==> config.mk <==
export PLATFORM = sky130hd
export DESIGN_NAME = wb_stage
export DESIGN_NICKNAME = d
export VERILOG_FILES = /design/src/rtl/wb_stage.sv
export SDC_FILE = /design/constraint.sdc
export NUM_CORES = 1
export LEC_CHECK = 0
export ABC_CLOCK_PERIOD_IN_PS = 2200
export BUFFER_PORTS_ARGS = -buffer_cell sky130_fd_sc_hd__buf_2
export CAP_MARGIN = 20
export CORE_MARGIN = 2
export CORE_UTILIZATION = 35
export CTS_BUF_LIST = sky130_fd_sc_hd__clkbuf_4
export DETAILED_ROUTE_END_ITERATION = 7
export SYNTH_ARGS = -nofsm -noshare
export SYNTH_HDL_FRONTEND = slang
export SYNTH_SLANG_ARGS = --single-unit
==> constraint.sdc <==
create_clock -name clk -period 2.2 [get_ports clk]
set_input_delay 0.44 -clock clk [delete_from_list [all_inputs] [get_ports clk]]
set_output_delay 0.44 -clock clk [all_outputs]
set_load 0.02 [all_outputs]
==> src/rtl/wb_stage.sv <==
// wb_stage: M/W pipeline register with register-file write port, W-to-M store bypass and retire/cycle counters.
module wb_stage (
  input  logic        clk,
  input  logic        reset,
  input  logic [31:0] inst_m,
  input  logic [31:0] wb_m,
  input  logic        valid_m,
  input  logic        stall,
  input  logic        flush,
  output logic [31:0] inst_w,
  output logic [31:0] wb_w,
  output logic        valid_w,
  output logic        rf_we,
  output logic [4:0]  rf_addr,
  output logic [31:0] rf_data,
  output logic [31:0] wb_w_bypass,
  output logic        wm_bypass,
  output logic [63:0] instret,
  output logic [63:0] cycle
);
  localparam logic [31:0] NOP = 32'h00000013;
  logic [6:0] op;
  logic writes_rd;
  always_ff @(posedge clk) begin
    if (reset) begin
      inst_w  <= NOP;
      wb_w    <= '0;
      valid_w <= 1'b0;
      instret <= '0;
      cycle   <= '0;
    end else begin
      cycle <= cycle + 64'd1;
      if (valid_w && !stall) instret <= instret + 64'd1;
      if (flush) begin
        inst_w  <= NOP;
        wb_w    <= '0;
        valid_w <= 1'b0;
      end else if (!stall) begin
        inst_w  <= inst_m;
        wb_w    <= wb_m;
        valid_w <= valid_m;
      end
    end
  end
  assign op = inst_w[6:0];
  assign writes_rd = op == 7'b0000011 || op == 7'b0010011 || op == 7'b0010111 || op == 7'b0110011 ||
                     op == 7'b0110111 || op == 7'b1100111 || op == 7'b1101111;
  assign rf_we = valid_w && inst_w[11:7] != 5'd0 && writes_rd;
  assign rf_addr = inst_w[11:7];
  assign rf_data = wb_w;
  assign wb_w_bypass = wb_w;
  // Store in M reads rs2 from the value W is writing this same cycle
  assign wm_bypass = rf_we && valid_m && inst_m[6:0] == 7'b0100011 && inst_m[24:20] == inst_w[11:7];
endmodule

==> impl_metrics.toml <==
[cts]
cts-buffers-inserted = 17
cts_root_buf = "clkbuf_4"
cts_tree = "built"
h-tree-depth = 4
clkSinkCount = 193
clock_path_buffers = 2
clk_latency_ns = 0.57
path_clk_slew_ns = 0.17
cts_hold_buf = 0

[synth]
ys.warnings.count = 0
async_flop_share_pct = 0
ys.flop_type = "dfxtp_1"
synth_edf_count = 0
synth_fp_nets = 1087
synth_area_um2 = 8910
synth_seq_cells = 193
syn_inst = 1016
post_synth.cell_area_avg_um2 = 8.77
ys_types = 44
seq_area_frac_synth_pct = 43.4

[route]
dr_wl_met3_um = 1440
drt-total-wl_um = 25500
dr.first_iter.drc_count = 456
wl_met1_um = 11500
remaining_drc_errors = 0
viasPerCell = 5.04
antenna_left = 0
vias = 8434
first_pass_iters = 7
wl_per_cell_um = 15.2
wl_met2_um = 12100
top_layer_used = "met4"

[power_and_ir_drop]
intPower_uw = 4220
pwr-share-clk_pct = 31.2
seqPwrFrac_pct = 60.6
power_frac_comb_pct = 8.2
leakage_uw = 0.00500
pwr_density_cell_nw_per_um2 = 526
power.switching_uw = 1690
switching_share_pct = 28.6
ir_worst_vdd_mv = 0.264

[critical_path]
critPathSlowestCell = "or4_4"
critPathMaxFanout = 2
critPathRequiredTime_ns = 1.76
crit_type = "flop to output pin"
r2r-end = "cycle[54]$_SDFF_PP0_"
cp_top_family = "simple AND/OR/NAND/NOR gates"
cp.arrival_ns = 1.98
r2r_cells = 7
rrSetupSlack_ns = 0.12
cp-start-kind = "flop"
path_cells = "or4_4, o2111ai_2, a21oi_2, and4_1, buf_2"
crit_path_end_kind = "output pin"
cp.buffers_inverters = 1
r2r-start = "cycle[12]$_SDFF_PP0_"
max_stage_delay_ns = 0.52

[cells_and_area]
final_area_um2 = 11200
final_common_cell = "buf_2"
syn_to_final_growth_pct = 26.1
fill_cells = 2579
final_cell_mix = "buf_2 (329), dfxtp_1 (187), nor2_1 (148), buf_4 (76), mux2i_1 (66)"
nNetsFinal = 1402
drive_above_1_share_pct = 35.1

[global_route]
grt_pass1_wl_um = 39600
globalRouteTotalUtil_pct = 18.3
grt_max_degree = 85
grt_overflow = 0
antenna_found_initial = 1
grt_pass1_vias = 7599

[status]
violations = "negative setup slack"
outcome = "finished with violations"

[placement]
place_congestion = 0.856
placed_area_um2 = 10900
hpwl_um = 19100
place.port_buffers = 332

[sta]
slew_violations = 0
slew_headroom_pct = 53.3
fmax_ghz = 0.413
timing.final.crit_share_pct = 110
fin_crit_ns = 2.42
worstMarginPinSlew_ns = 0.700
clock_skew_ns = 0.0347
final-hold-violation-count = 0
rsz0062_at_grt = "yes"
fin_ws_ns = -0.220
hold_ws_ns = 0.0862
setup_tns_ns = -0.411
setup_viol = 2

[flow_run]
maxCapViolCount = 0

[die]
die-height_um = 164
rows = 58
die_x_um = 164
core_area_um2 = 25100
die_area_um2 = 26700
initial_core_util_pct = 35.5
io_pins = 333

[worst_hold_path]
hold_class = "input pin to flop"
hold_start = "inst_m[4]"
hold_path_depth = 3
min_to = "inst_w[4]$_SDFFE_PP1N_"
[sequential cells by signal (all words and copies together) (netlist names)]
register  count
cycle        64
instret      64
inst_w       32
rf_data      32
valid_w       1
[repair_timing]
item / CTS / global route
endpoints found under the setup margin: 3 / 29
gates resized for setup: 8 / 15
pin swaps: 0 / 3
endpoints found under the hold margin: 0 / 0
setup buffers: 1 / 3
[worst max-delay path by stage]
stage                                 from  slack (ns)                        to  depth (start not counted)
floorplan              cycle[0]$_SDFF_PP0_        0.03      cycle[54]$_SDFF_PP0_                          6
finish              inst_w[8]$_SDFFE_PP0N_       -0.22                 wm_bypass                          5
global route        inst_w[8]$_SDFFE_PP0N_       -0.37                 wm_bypass                          5
detailed placement    cycle[11]$_SDFF_PP0_        0.01      cycle[54]$_SDFF_PP0_                          7
CTS                 inst_w[8]$_SDFFE_PP0N_       -0.31                 wm_bypass                          5
global placement                     stall        0.05  instret[63]$_SDFFE_PP0P_                          7
[synthesized netlist by cell type (all sizes together), types with 2 or more instances]
| master | number | area [um^2] |
|---|---|---|
| nand3 | 43 | 230 |
| nand2 | 53 | 199 |
| or3 | 41 | 257 |
| xor2 | 35 | 307 |
| inv | 13 | 48.8 |
| buf | 80 | 567 |
| nor2b | 5 | 31.3 |
| mux2i | 66 | 661 |
| o31ai | 18 | 135 |
| nor2 | 148 | 556 |
| nor4 | 28 | 211 |
| or2 | 4 | 25.0 |
| nand4b | 2 | 17.5 |
| clkbuf | 31 | 116 |
| nor3 | 16 | 96.4 |
| xnor2 | 37 | 324 |
| o21ai | 38 | 190 |
| a21oi | 57 | 285 |
| and3 | 9 | 56.3 |
| dfxtp | 193 | 3860 |
| nand4 | 53 | 344 |
| ha | 2 | 25.0 |
| and4 | 10 | 87.6 |
| or4 | 20 | 150 |
| and2 | 4 | 25.0 |
[cells by family after synthesis]
group	count (synthesis)	synth area share, %
and+or+nand+nor	441	26.3
muxes	67	7.54
xor gates and xnor gates	72	7.08
adders and majority gates	2	0.281
AOI/OAI and AO/OA	117	7.26
DFF	193	43.4
buffers and inverters	124	8.22
[power groups by stage]
stage / Sequential (uW) / Clock (uW) / Combinational, uW
2_1_floorplan: 3700 / 0 / 284
3_3_place_gp: 3650 / 0 / 483
3_5_place_dp: 3650 / 0 / 485
4_1_cts: 3580 / 1930 / 488
5_1_grt: 3590 / 2060 / 527
6_report: 3580 / 1840 / 487
[layer usage]
metal  GRT usage (%)  vias up
met5               0        -
met4            5.38        0
met3            4.37       25
met2            30.0      235
met1            24.1     4002
li1                -     4172
[area by class of cell]
type | instances | area (um^2) | area share, %
antenna | 1 | 2.50 | 0.0223
clock buffer | 17 | 128 | 1.14
clock inverter | 15 | 134 | 1.19
inverter | 13 | 48.8 | 0.434
multi-input combinational | 699 | 4390 | 39.1
sequential | 193 | 3870 | 34.5
tap | 330 | 413 | 3.67
timing repair buffer | 407 | 2250 | 20.0
[through the flow]
| stage | setup slack (ns) | std cells | power [uW] | util, % |
|---|---|---|---|---|
| after floorplan | 0.0289 | 1016 | 3990 | - |
| final | -0.220 | 1675 | 5910 | 44.7 |
| after detailed placement | 0.0150 | 1638 | 4140 | 43.2 |
| after CTS | -0.311 | 1671 | 6000 | 44.4 |
| after global placement | 0.0549 | 1638 | 4140 | 43.2 |
| after global routing | -0.365 | 1675 | 6180 | 44.7 |
[worst reg2reg max path, stage by stage, from the launching register on]
cell and delay [ns]:
dfxtp_1 0.44, nand3_4 0.16, nor4_2 0.28, buf_4 0.16, nand4_1 0.14, buf_4 0.20
or4_1 0.49, a21oi_1 0.14
Power figures use the tool's default switching activity.
